==> config.mk <==
export PLATFORM = sky130hd
export DESIGN_NAME = pmem_line_arbiter_flat
export DESIGN_NICKNAME = d
export VERILOG_FILES = /design/src/rtl/pmem_line_arbiter_pkg.sv /design/src/rtl/pmem_line_arbiter_if.sv /design/src/rtl/pmem_line_arbiter_line_beat_buf.sv /design/src/rtl/pmem_line_arbiter.sv /design/src/flat_wrapper.sv
export SDC_FILE = /design/constraint.sdc
export NUM_CORES = 1
export LEC_CHECK = 0
export CAP_MARGIN = 20
export CORE_AREA = 3 3 385 387
export CTS_BUF_LIST = sky130_fd_sc_hd__clkbuf_16
export DETAILED_ROUTE_END_ITERATION = 8
export DIE_AREA = 0 0 388 390
export SLEW_MARGIN = 20
export SYNTH_ARGS = -nofsm -noshare
export SYNTH_HDL_FRONTEND = slang
export SYNTH_SLANG_ARGS = --single-unit
==> constraint.sdc <==
create_clock -name clk -period 2.1 [get_ports clk]
set_input_delay 0.63 -clock clk [delete_from_list [all_inputs] [get_ports clk]]
set_output_delay 0.63 -clock clk [all_outputs]
set_load 0.005 [all_outputs]
==> src/rtl/pmem_line_arbiter_pkg.sv <==
`default_nettype none
// ============================================================================
// Module      : pmem_arb_pkg
// Description : Shared types and default sizes for the pmem line arbiter.
// Revision    : 1.0 - initial release
// ============================================================================
package pmem_arb_pkg;

    localparam int c_line_w    = 256;
    localparam int c_burst_len = 4;
    localparam int c_beat_w    = c_line_w / c_burst_len;
    localparam int c_addr_w    = 32;

    typedef enum logic [1:0] {
        IDLE = 2'd0,
        RD   = 2'd1,
        WR   = 2'd2,
        DONE = 2'd3
    } state_e;

    typedef enum logic {
        ICACHE = 1'b0,
        DCACHE = 1'b1
    } owner_e;

    // With both caches requesting, the one that was not served last wins.
    function automatic owner_e pick_owner(input logic icache_req,
                                          input logic dcache_req,
                                          input owner_e rr_last);
        if (icache_req && dcache_req) begin
            return (rr_last == ICACHE) ? DCACHE : ICACHE;
        end else if (dcache_req) begin
            return DCACHE;
        end else begin
            return ICACHE;
        end
    endfunction

endpackage
`default_nettype wire

==> src/rtl/pmem_line_arbiter_if.sv <==
`default_nettype none
// ============================================================================
// Module      : pmem_line_arbiter_if
// Description : Cache-pair and bursted pmem signals seen by the line arbiter.
// Revision    : 1.0 - initial release
// ============================================================================
interface pmem_line_arbiter_if
    import pmem_arb_pkg::*;
#(
    parameter int LINE_W    = c_line_w,
    parameter int BURST_LEN = c_burst_len,
    parameter int ADDR_W    = c_addr_w
);
    localparam int BEAT_W = LINE_W / BURST_LEN;

    logic              i_read;
    logic [ADDR_W-1:0] i_addr;
    logic [LINE_W-1:0] i_rdata;
    logic              i_resp;

    logic              d_read;
    logic              d_write;
    logic [ADDR_W-1:0] d_addr;
    logic [LINE_W-1:0] d_wdata;
    logic [LINE_W-1:0] d_rdata;
    logic              d_resp;

    logic              pmem_read;
    logic              pmem_write;
    logic [ADDR_W-1:0] pmem_addr;
    logic [BEAT_W-1:0] pmem_wdata;
    logic [BEAT_W-1:0] pmem_rdata;
    logic              pmem_resp;

    logic              proto_err;

    // Arbiter side
    modport slave (
        input  i_read, i_addr, d_read, d_write, d_addr, d_wdata, pmem_rdata, pmem_resp,
        output i_rdata, i_resp, d_rdata, d_resp,
        output pmem_read, pmem_write, pmem_addr, pmem_wdata, proto_err
    );

    // Cache pair plus memory side
    modport master (
        output i_read, i_addr, d_read, d_write, d_addr, d_wdata, pmem_rdata, pmem_resp,
        input  i_rdata, i_resp, d_rdata, d_resp,
        input  pmem_read, pmem_write, pmem_addr, pmem_wdata, proto_err
    );

endinterface
`default_nettype wire

==> src/rtl/pmem_line_arbiter_line_beat_buf.sv <==
`default_nettype none
// ============================================================================
// Module      : line_beat_buf
// Description : One cache line of storage, loadable whole or one beat at a time.
// Revision    : 1.0 - initial release
// ============================================================================
module line_beat_buf #(
    parameter int LINE_W    = 256,
    parameter int BURST_LEN = 4,
    parameter int BEAT_W    = LINE_W / BURST_LEN,
    parameter int CNT_W     = (BURST_LEN > 1) ? $clog2(BURST_LEN) : 1
) (
    input  wire logic              clk,
    input  wire logic              rst_n,
    input  wire logic              load_line,
    input  wire logic [LINE_W-1:0] line_in,
    input  wire logic              load_beat,
    input  wire logic [CNT_W-1:0]  beat_idx,
    input  wire logic [BEAT_W-1:0] beat_in,
    output logic      [LINE_W-1:0] line_out,
    output logic      [BEAT_W-1:0] beat_out
);

    logic [BEAT_W-1:0] w_beats [BURST_LEN];

    for (genvar k = 0; k < BURST_LEN; k++) begin : g_beat
        logic [BEAT_W-1:0] r_beat;

        always_ff @(posedge clk or negedge rst_n) begin
            if (!rst_n) begin
                r_beat <= '0;
            end else if (load_line) begin
                r_beat <= line_in[k*BEAT_W +: BEAT_W];
            end else if (load_beat && (beat_idx == CNT_W'(k))) begin
                r_beat <= beat_in;
            end
        end

        assign w_beats[k] = r_beat;
    end

    always_comb begin
        line_out = '0;
        for (int k = 0; k < BURST_LEN; k++) begin
            line_out[k*BEAT_W +: BEAT_W] = w_beats[k];
        end
    end

    assign beat_out = w_beats[beat_idx];

endmodule
`default_nettype wire

==> src/rtl/pmem_line_arbiter.sv <==
`default_nettype none
// ============================================================================
// Module      : pmem_line_arbiter
// Description : Round-robin sharing of one bursted pmem port by I- and D-cache.
// Revision    : 1.0 - initial release
// ============================================================================
module pmem_line_arbiter
    import pmem_arb_pkg::*;
#(
    parameter int LINE_W    = c_line_w,
    parameter int BURST_LEN = c_burst_len,
    parameter int ADDR_W    = c_addr_w
) (
    input  wire logic          clk,
    input  wire logic          rst_n,
    pmem_line_arbiter_if.slave bus
);

    localparam int BEAT_W = LINE_W / BURST_LEN;
    localparam int CNT_W  = (BURST_LEN > 1) ? $clog2(BURST_LEN) : 1;
    localparam logic [ADDR_W-1:0] OFFSET_MASK = ADDR_W'(LINE_W / 8 - 1);
    localparam logic [CNT_W-1:0]  LAST_BEAT   = CNT_W'(BURST_LEN - 1);

    state_e              r_state;
    state_e              w_next_state;
    owner_e              r_owner;
    owner_e              r_rr_last;
    owner_e              w_grant_owner;
    logic [CNT_W-1:0]    r_beat_cnt;
    logic                r_pmem_read;
    logic                r_pmem_write;
    logic [ADDR_W-1:0]   r_pmem_addr;
    logic                r_proto_err;

    logic                w_icache_req;
    logic                w_dcache_req;
    logic                w_grant;
    logic                w_beat_done;
    logic                w_last_beat;
    logic [ADDR_W-1:0]   w_req_addr;
    logic [LINE_W-1:0]   w_line;
    logic [BEAT_W-1:0]   w_beat_rd;

    assign w_icache_req = bus.i_read;
    assign w_dcache_req = bus.d_read | bus.d_write;
    assign w_beat_done  = ((r_state == RD) || (r_state == WR)) && bus.pmem_resp;

    always_ff @(posedge clk or negedge rst_n) begin
        if (!rst_n) begin
            r_state <= IDLE;
        end else begin
            r_state <= w_next_state;
        end
    end

    always_comb begin
        w_next_state  = r_state;
        w_grant       = 1'b0;
        w_grant_owner = ICACHE;
        w_last_beat   = 1'b0;
        case (r_state)
            IDLE: begin
                if (w_icache_req || w_dcache_req) begin
                    w_grant       = 1'b1;
                    w_grant_owner = pick_owner(w_icache_req, w_dcache_req, r_rr_last);
                    // A read+write collision from the D-cache is served as a write.
                    w_next_state  = ((w_grant_owner == DCACHE) && bus.d_write) ? WR : RD;
                end
            end
            RD, WR: begin
                if (w_beat_done && (r_beat_cnt == LAST_BEAT)) begin
                    w_last_beat  = 1'b1;
                    w_next_state = DONE;
                end
            end
            DONE:    w_next_state = IDLE;
            default: w_next_state = IDLE;
        endcase
    end

    assign w_req_addr = (w_grant_owner == DCACHE) ? bus.d_addr : bus.i_addr;

    always_ff @(posedge clk or negedge rst_n) begin
        if (!rst_n) begin
            r_owner      <= ICACHE;
            r_rr_last    <= ICACHE;
            r_beat_cnt   <= '0;
            r_pmem_read  <= 1'b0;
            r_pmem_write <= 1'b0;
            r_pmem_addr  <= '0;
        end else if (w_grant) begin
            r_owner      <= w_grant_owner;
            r_beat_cnt   <= '0;
            r_pmem_read  <= (w_next_state == RD);
            r_pmem_write <= (w_next_state == WR);
            r_pmem_addr  <= w_req_addr & ~OFFSET_MASK;
        end else if (w_beat_done) begin
            if (w_last_beat) begin
                // Strobes fall on the same edge that accepts the final beat.
                r_pmem_read  <= 1'b0;
                r_pmem_write <= 1'b0;
                r_rr_last    <= r_owner;
                r_beat_cnt   <= '0;
            end else begin
                r_beat_cnt   <= r_beat_cnt + 1'b1;
            end
        end
    end

    always_ff @(posedge clk or negedge rst_n) begin
        if (!rst_n) begin
            r_proto_err <= 1'b0;
        end else if (bus.d_read && bus.d_write) begin
            r_proto_err <= 1'b1;
        end
    end

    line_beat_buf #(
        .LINE_W    (LINE_W),
        .BURST_LEN (BURST_LEN),
        .BEAT_W    (BEAT_W),
        .CNT_W     (CNT_W)
    ) u_buf (
        .clk       (clk),
        .rst_n     (rst_n),
        .load_line (w_grant && (w_next_state == WR)),
        .line_in   (bus.d_wdata),
        .load_beat ((r_state == RD) && bus.pmem_resp),
        .beat_idx  (r_beat_cnt),
        .beat_in   (bus.pmem_rdata),
        .line_out  (w_line),
        .beat_out  (w_beat_rd)
    );

    assign bus.i_resp     = (r_state == DONE) && (r_owner == ICACHE);
    assign bus.d_resp     = (r_state == DONE) && (r_owner == DCACHE);
    assign bus.i_rdata    = w_line;
    assign bus.d_rdata    = w_line;
    assign bus.pmem_read  = r_pmem_read;
    assign bus.pmem_write = r_pmem_write;
    assign bus.pmem_addr  = r_pmem_addr;
    assign bus.pmem_wdata = w_beat_rd;
    assign bus.proto_err  = r_proto_err;

endmodule
`default_nettype wire
==> src/flat_wrapper.sv <==
// flat-port wrapper written by rule: the top's interface ports become plain ports
module pmem_line_arbiter_flat import pmem_arb_pkg::*;
#(
    parameter int LINE_W    = c_line_w,
    parameter int BURST_LEN = c_burst_len,
    parameter int ADDR_W    = c_addr_w
)
  (clk, rst_n, bus_i_read, bus_i_addr, bus_d_read, bus_d_write, bus_d_addr, bus_d_wdata, bus_pmem_rdata, bus_pmem_resp, bus_i_rdata, bus_i_resp, bus_d_rdata, bus_d_resp, bus_pmem_read, bus_pmem_write, bus_pmem_addr, bus_pmem_wdata, bus_proto_err);
  pmem_line_arbiter_if #(.LINE_W(LINE_W), .BURST_LEN(BURST_LEN), .ADDR_W(ADDR_W)) bus_i ();
  input  wire logic clk;
  input  wire logic rst_n;
  input wire logic [$bits(bus_i.i_read)-1:0] bus_i_read;
  input wire logic [$bits(bus_i.i_addr)-1:0] bus_i_addr;
  input wire logic [$bits(bus_i.d_read)-1:0] bus_d_read;
  input wire logic [$bits(bus_i.d_write)-1:0] bus_d_write;
  input wire logic [$bits(bus_i.d_addr)-1:0] bus_d_addr;
  input wire logic [$bits(bus_i.d_wdata)-1:0] bus_d_wdata;
  input wire logic [$bits(bus_i.pmem_rdata)-1:0] bus_pmem_rdata;
  input wire logic [$bits(bus_i.pmem_resp)-1:0] bus_pmem_resp;
  output wire logic [$bits(bus_i.i_rdata)-1:0] bus_i_rdata;
  output wire logic [$bits(bus_i.i_resp)-1:0] bus_i_resp;
  output wire logic [$bits(bus_i.d_rdata)-1:0] bus_d_rdata;
  output wire logic [$bits(bus_i.d_resp)-1:0] bus_d_resp;
  output wire logic [$bits(bus_i.pmem_read)-1:0] bus_pmem_read;
  output wire logic [$bits(bus_i.pmem_write)-1:0] bus_pmem_write;
  output wire logic [$bits(bus_i.pmem_addr)-1:0] bus_pmem_addr;
  output wire logic [$bits(bus_i.pmem_wdata)-1:0] bus_pmem_wdata;
  output wire logic [$bits(bus_i.proto_err)-1:0] bus_proto_err;
  assign bus_i.i_read = bus_i_read;
  assign bus_i.i_addr = bus_i_addr;
  assign bus_i.d_read = bus_d_read;
  assign bus_i.d_write = bus_d_write;
  assign bus_i.d_addr = bus_d_addr;
  assign bus_i.d_wdata = bus_d_wdata;
  assign bus_i.pmem_rdata = bus_pmem_rdata;
  assign bus_i.pmem_resp = bus_pmem_resp;
  assign bus_i_rdata = bus_i.i_rdata;
  assign bus_i_resp = bus_i.i_resp;
  assign bus_d_rdata = bus_i.d_rdata;
  assign bus_d_resp = bus_i.d_resp;
  assign bus_pmem_read = bus_i.pmem_read;
  assign bus_pmem_write = bus_i.pmem_write;
  assign bus_pmem_addr = bus_i.pmem_addr;
  assign bus_pmem_wdata = bus_i.pmem_wdata;
  assign bus_proto_err = bus_i.proto_err;
  pmem_line_arbiter #(.LINE_W(LINE_W), .BURST_LEN(BURST_LEN), .ADDR_W(ADDR_W)) u_core (.clk(clk), .rst_n(rst_n), .bus(bus_i));
endmodule
==> results of run 1 <==
-- synthesized netlist by cell type (3+ instances only) --
cell | count | area share, %
clkbuf_2 | 3 | 0.086
mux2i_1 | 258 | 15
buf_1 | 4 | 0.086
nand3_1 | 262 | 7.5
dfrtp_1 | 292 | 42
and2_1 | 3 | 0.11
buf_2 | 53 | 1.5
a31oi_1 | 27 | 0.97
nand2_1 | 4 | 0.086
o21ai_1 | 31 | 0.89
ha_1 | 7 | 0.50
clkbuf_1 | 54 | 1.2
inv_1 | 4 | 0.086
buf_4 | 293 | 13
nor2_1 | 31 | 0.67
a21oi_1 | 28 | 0.80
o21ai_0 | 256 | 7.3
mux4_2 | 64 | 8.2
-- worst register-to-register path, stage by stage (launching register included) --
cell and delay, ns:
dfrtp_4 0.50, buf_12 0.14, buf_12 0.14, buf_6 0.12, buf_12 0.12, buf_8 0.13, inv_8 0.06, ha_4 0.12
nand3_4 0.10, buf_12 0.18, buf_12 0.15, buf_12 0.19, mux2i_2 0.22, o21ai_1 0.08
-- final timing paths --
check,start,to,slack [ns]
worst min register to register,u_core.bus.proto_err,u_core.bus.proto_err,0.45
worst max register to register,u_core.r_beat_cnt[0],u_core.u_buf.g_beat[2].r_beat[30],-0.24
worst min-delay path,bus_d_write,u_core.r_state[0],0.43
min in group asynchronous,rst_n,u_core.u_buf.g_beat[0].r_beat[50],0.50
max in group asynchronous,rst_n,u_core.u_buf.g_beat[2].r_beat[16],0.79
worst max-delay path,u_core.r_beat_cnt[0],bus_pmem_wdata[63],-0.88
-- power by group through the flow --
stage / Clock (W) / Combinational, W / Sequential [W]
3_5_place_dp: 0 / 0.0342 / 0.0114
3_3_place_gp: 0 / 0.0342 / 0.0115
2_1_floorplan: 0 / 0.0116 / 0.0108
6_report: 0.00668 / 0.0403 / 0.0112
4_1_cts: 0.00686 / 0.0386 / 0.0111
5_1_grt: 0.00706 / 0.0423 / 0.0114
-- sequential cells by signal, indices dropped and copies added (netlist names) --
register / flops
u_core.bus.proto_err: 1
u_core.bus.pmem_addr: 27
u_core.bus.pmem_write: 1
u_core.r_owner: 1
u_core.r_rr_last: 1
u_core.bus.pmem_read: 1
u_core.r_beat_cnt: 2
u_core.u_buf.g_beat.r_beat: 256
u_core.r_state: 2
-- logic make-up (layout without fill, tap and decap cells) --
logic type / count (synthesis) / in the layout / share of synthesized area, %
compound gates: 351 / 351 / 10.4
fa+ha+maj: 7 / 7 / 0.501
buf+inv: 413 / 1760 / 15.6
flops: 292 / 292 / 41.8
mux: 323 / 323 / 23.1
other cells: 1 / 13 / 0.0215
simple gates: 305 / 305 / 8.53
-- cell type report --
type	instances	area share (%)
Timing Repair Buffer	1686	47.7
Multi-Input combinational cell	991	21.4
Sequential cell	292	20.7
Tap cell	1917	6.72
Clock buffer	41	2.87
Clock inverter	29	0.491
Inverter	4	0.0631
Antenna cell	8	0.0561
-- through the flow --
| stage | std cells | setup slack (ns) |
|---|---|---|
| 6_report | 4968 | -0.877 |
| 5_1_grt | 4962 | -0.971 |
| 4_1_cts | 4915 | -0.982 |
| 3_5_place_dp | 4597 | -0.523 |
| 3_3_place_gp | 4597 | -0.517 |
| 2_1_floorplan | 1696 | 0.0226 |
-- timing repair --
action                                  in CTS  in global routing
hold buffers                                 1                  0
pin swaps                                    2                 22
buffers inserted                           240                 74
endpoints found under the setup margin     767                521
gates resized for setup                   1567                421
endpoints found under the hold margin       16                  0
gates cloned                                 8                 10
-- metal layers --
layer  vias to the layer above  GRT usage [%]
li1                       8545              -
met1                     10300           22.9
met2                      1234           30.8
met3                       237           6.68
met4                        36           5.56
met5                         -              0
==> results.sh, run 1 <==
export IMPL_status="complete, but fails checks"
export IMPL_violations="negative setup slack"
export IMPL_rows=140
export IMPL_met3_length_mm=15.7
export IMPL_wl_met2_mm=71.0
export IMPL_seq_area_mm2=0.00738
export IMPL_endpoint_kind="output port"
export IMPL_report_final_setup_viol=289
export IMPL_hold_ws_ns=0.428
export IMPL_max_slew_margin_pct=64.8
export IMPL_first_global_vias=20600
export IMPL_final_nets=3412
export IMPL_worstSkewPairLatency_ns=0.61
export IMPL_wl_mm=153
export IMPL_leakage_nw=17.2
export IMPL_power_frac_clock_pct=11.5
export IMPL_multi_input_area_mm2=0.00765
export IMPL_synth_edf_count=0
export IMPL_synthCells=1692
export IMPL_drive_gt1_share_pct=38.5
export IMPL_cts_root_buf="clkbuf_16"
export IMPL_layout_setup_ws_ns=-0.877
export IMPL_maxCapViolCount=0
export IMPL_final_cell_mix="clkdlybuf4s50_1, buf_6, buf_4"
export IMPL_ys_seq_area_share_pct=41.8
export IMPL_worstMarginPinSlew_ns=0.528
export IMPL_p_int_w=0.0333
export IMPL_ys_flop_type="dfrtp_1"
export IMPL_netlist_area_mm2=0.0175
export IMPL_routabilityCongestion=0.953
export IMPL_cp_slowest_cell="mux4_2"
export IMPL_globalRouteOverflowTotal=0
export IMPL_report_final_hold_viol_count=0
export IMPL_final_util_pct=24.6
export IMPL_async_reset_ff_share_pct=100
export IMPL_cp_num_cells=6
export IMPL_initial_core_util_pct=12.0
export IMPL_crit_top_cell="buf_12"
export IMPL_power_density_mw_per_mm2=1630
export IMPL_cp_max_fo=4
export IMPL_grt_max_degree=67
export IMPL_synth_seq_cells=292
export IMPL_io_pin_count=1003
export IMPL_crit_chain="buf_12 -> buf_12 -> buf_16 -> buf_8 -> mux4_2 -> buf_6"
export IMPL_worst_path_buf_inv=5
export IMPL_drv_slew=0
export IMPL_finalCritPeriodShare_pct=142
export IMPL_crit_family="buffers and inverters"
export IMPL_min_path_type="input pin to flip-flop"
export IMPL_rsz0062_at_grt="yes"
export IMPL_power_share_sequential_pct=19.2
export IMPL_period_minus_slack_ns=2.98
export IMPL_skew_ns=0.0368
export IMPL_drcViolationCount=0
export IMPL_dr_pass1_iters=5
export IMPL_p_sw_share_pct=42.8
export IMPL_cts_sinks=292
export IMPL_grt_total_usage_pct=18.7
export IMPL_viasPerCell=4.10
export IMPL_die_h_um=390
export IMPL_antenna_found_initial=40
export IMPL_drtIter0Drc=1638
export IMPL_clkTransAtPathRegs_ns=0.05
export IMPL_io_buffers=987
export IMPL_synth_cell_type_count=32
export IMPL_fmax_mhz=336
export IMPL_crit_type="flip-flop to output port"
export IMPL_crit_path_start_kind="flip-flop"
export IMPL_cts_tree="built"
export IMPL_htreeDepth=2
export IMPL_cts_buffers=40
export IMPL_critPathRequiredTime_ns=1.47
export IMPL_final_common_cell="clkdlybuf4s50_1"
export IMPL_tns_ns=-72.11
export IMPL_whs_path_depth=3
export IMPL_wl_per_cell_um=30.8
export IMPL_critPathArrivalTime_ns=2.35
export IMPL_clock_path_buffers=3
export IMPL_antenna_left=0
export IMPL_slowest_delay_ns=0.56
export IMPL_route_vias_total=20400
export IMPL_hpwlAfterDp_mm=116
export IMPL_core_area_mm2=0.145
export IMPL_dieWidth_um=388
export IMPL_post_dp_cell_area_mm2=0.0307
export IMPL_design_area_mm2=0.0357
export IMPL_area_delta_synth_final_pct=104
export IMPL_p_comb_share_pct=69.3
export IMPL_syn_area_per_cell_um2=10.3
export IMPL_met1_length_mm=60.4
export IMPL_p_switching_w=0.0249
export IMPL_fillers=15600
export IMPL_peakVddDrop_v=0.000687
export IMPL_total_power_w=0.0582
export IMPL_dieArea_mm2=0.151
export IMPL_ys_warnings_count=0
export IMPL_grt_pass1_wl_mm=193
export IMPL_dr_max_layer_used="met5"
export IMPL_reg2reg_depth=13
Note: power is estimated with default switching activity, not from simulation.
==> inputs of run 2 (changes only) <==
--- a/config.mk
+++ b/config.mk
@@ -10,6 +10,7 @@
 export CTS_BUF_LIST = sky130_fd_sc_hd__clkbuf_16
 export DETAILED_ROUTE_END_ITERATION = 8
 export DIE_AREA = 0 0 388 390
+export MAX_ROUTING_LAYER = met4
 export SLEW_MARGIN = 20
 export SYNTH_ARGS = -nofsm -noshare
 export SYNTH_HDL_FRONTEND = slang
==> results.sh, run 2 (synthesis gave the netlist of run 1 again) <==
export IMPL_slowest_delay_ns=0.53
export IMPL_wl_mm=152
export IMPL_antenna_left=0
export IMPL_cts_sinks=292
export IMPL_crit_top_cell="buf_12"
export IMPL_drcViolationCount=0
export IMPL_endpoint_kind="output port"
export IMPL_dp_cells=4607
export IMPL_peakVddDrop_v=0.000537
export IMPL_worst_path_buf_inv=5
export IMPL_p_switching_w=0.0246
export IMPL_reg2reg_depth=11
export IMPL_rrSetupSlack_ns=-0.19
export IMPL_dr_pass1_iters=7
export IMPL_rsz0062_at_grt="yes"
export IMPL_crit_family="buffers and inverters"
export IMPL_core_area_mm2=0.145
export IMPL_report_final_setup_viol=289
export IMPL_seq_area_mm2=0.00738
export IMPL_crit_type="flip-flop to output port"
export IMPL_routabilityCongestion=0.972
export IMPL_regToRegEndpoint="u_core.u_buf.g_beat[3].r_beat[28]"
export IMPL_power_density_mw_per_mm2=1620
export IMPL_area_delta_synth_final_pct=105
export IMPL_p_comb_share_pct=68.2
export IMPL_rr_startpoint="u_core.r_beat_cnt[0]"
export IMPL_worstMarginPinSlew_ns=0.523
export IMPL_multi_input_area_mm2=0.00773
export IMPL_io_pin_count=1003
export IMPL_drive_gt1_share_pct=38.1
export IMPL_clkTransAtPathRegs_ns=0.06
export IMPL_worstSetupStartpoint="u_core.r_beat_cnt[0]"
export IMPL_rows=140
export IMPL_io_buffers=987
export IMPL_p_int_w=0.0334
export IMPL_final_nets=3406
export IMPL_hpwlAfterDp_mm=117
export IMPL_leakage_nw=17.1
export IMPL_dieWidth_um=388
export IMPL_initial_core_util_pct=12.0
export IMPL_whs_path_depth=1
export IMPL_cts_buffers=41
export IMPL_drv_slew=0
export IMPL_crit_chain="buf_12 -> buf_12 -> buf_12 -> buf_6 -> mux4_2 -> buf_6"
export IMPL_viasPerCell=4.07
export IMPL_min_path_type="flip-flop to flip-flop"
export IMPL_final_util_pct=24.7
export IMPL_final_cell_mix="clkdlybuf4s50_1, buf_6, buf_4"
export IMPL_cts_tree="built"
export IMPL_first_global_vias=20300
export IMPL_grt_total_usage_pct=19.4
export IMPL_drtIter0Drc=1757
export IMPL_grt_pass1_wl_mm=194
export IMPL_power_frac_clock_pct=12.2
export IMPL_clock_path_buffers=3
export IMPL_cts_root_buf="clkbuf_16"
export IMPL_skew_ns=0.0226
export IMPL_p_sw_share_pct=42.4
export IMPL_hold_ws_ns=0.462
export IMPL_crit_path_start_kind="flip-flop"
export IMPL_max_slew_margin_pct=65.0
export IMPL_dieArea_mm2=0.151
export IMPL_htreeDepth=2
export IMPL_largest_register_ffs=256
export IMPL_largest_register="u_core.u_buf.g_beat.r_beat"
export IMPL_period_minus_slack_ns=2.98
export IMPL_finalCritPeriodShare_pct=142
export IMPL_pre_cts_ws_ns=-0.485
export IMPL_hold_start="u_core.bus.proto_err"
export IMPL_die_h_um=390
export IMPL_fillers=15600
export IMPL_instances_no_fill=4986
export IMPL_power_share_sequential_pct=19.6
export IMPL_cp_max_fo=5
export IMPL_final_common_cell="clkdlybuf4s50_1"
export IMPL_worstSkewPairLatency_ns=0.61
export IMPL_violations="negative setup slack"
export IMPL_total_power_w=0.0580
export IMPL_maxCapViolCount=0
export IMPL_wl_per_cell_um=30.4
export IMPL_antenna_found_initial=44
export IMPL_critPathRequiredTime_ns=1.47
export IMPL_route_vias_total=20300
export IMPL_globalRouteOverflowTotal=0
export IMPL_status="complete, but fails checks"
export IMPL_layout_setup_ws_ns=-0.879
export IMPL_cp_slowest_cell="mux4_2"
export IMPL_hold_path_end="u_core.bus.proto_err"
export IMPL_critPathArrivalTime_ns=2.35
export IMPL_grt_max_degree=76
export IMPL_report_final_hold_viol_count=0
export IMPL_fmax_mhz=336
[run 2: cell count changes in the layout (fill, tap and decap cells not counted), moves of 5 or more]
cell,delta
buf_6,-22
o21ai_1,+39
buf_4,-6
o21ai_0,-44
buf_12,+17
dlymetal6s2s_1,-21
clkbuf_2,-10
dlygate4sd2_1,+35
mux2i_1,-7
o21ai_2,+5
diode_2,+23
[run 2: per-layer routing]
metal,routed length [µm],global-route usage (%),share of wire [%],vias up
met3,13700,6.16,9.0,198
met4,4850,5.62,3.2,0
met5,0,-,0,-
met2,71200,30.9,47,1179
met1,61900,23.5,41,10300
li1,-,-,-,8554
[run 2: how the worst max path moves through the flow]
stage / endpoint / slack, ns / cells after the start
after floorplan: u_core.u_buf.g_beat[0].r_beat[24] / 0.02 / 9
after global placement: bus_pmem_wdata[13] / -0.50 / 4
after detailed placement: bus_pmem_wdata[13] / -0.48 / 4
after CTS: bus_pmem_wdata[40] / -0.96 / 6
after global routing: bus_pmem_wdata[40] / -0.96 / 6
final: bus_pmem_wdata[40] / -0.88 / 6
[run 2: layout make-up]
cell class              instances  share of cell area, %
multi-input cells             991                   21.5
clock inverters                29                  0.606
well taps                    1917                   6.68
clock buffers                  43                   3.00
diodes                         31                  0.216
inverters                       4                 0.0836
repair buffers               1679                   47.3
flip-flops and latches        292                   20.5
[run 2: power groups by stage]
stage                     Combinational, W  Clock (W)  Sequential [W]
after floorplan                     0.0116          0          0.0108
after global placement              0.0345          0          0.0116
after detailed placement            0.0345          0          0.0115
after CTS                           0.0382    0.00730          0.0113
after global routing                0.0416    0.00748          0.0115
final                               0.0396    0.00710          0.0114
[run 2: what timing repair did]
item / 4_1_cts / 5_1_grt
endpoints found under the hold margin: 14 / 0
setup endpoints to repair: 803 / 495
resized for setup: 1627 / 374
gates cloned: 9 / 5
pin swaps: 4 / 34
hold buffers: 1 / 0
buffers inserted: 239 / 61
[run 2: metrics by stage]
stage | setup TNS [ns] | instance area, µm²
floorplan | 0 | 17500
global placement | -55.06 | 30900
detailed placement | -56.02 | 30900
CTS | -93.51 | 34800
global route | -92.62 | 35900
finish | -61.69 | 35900
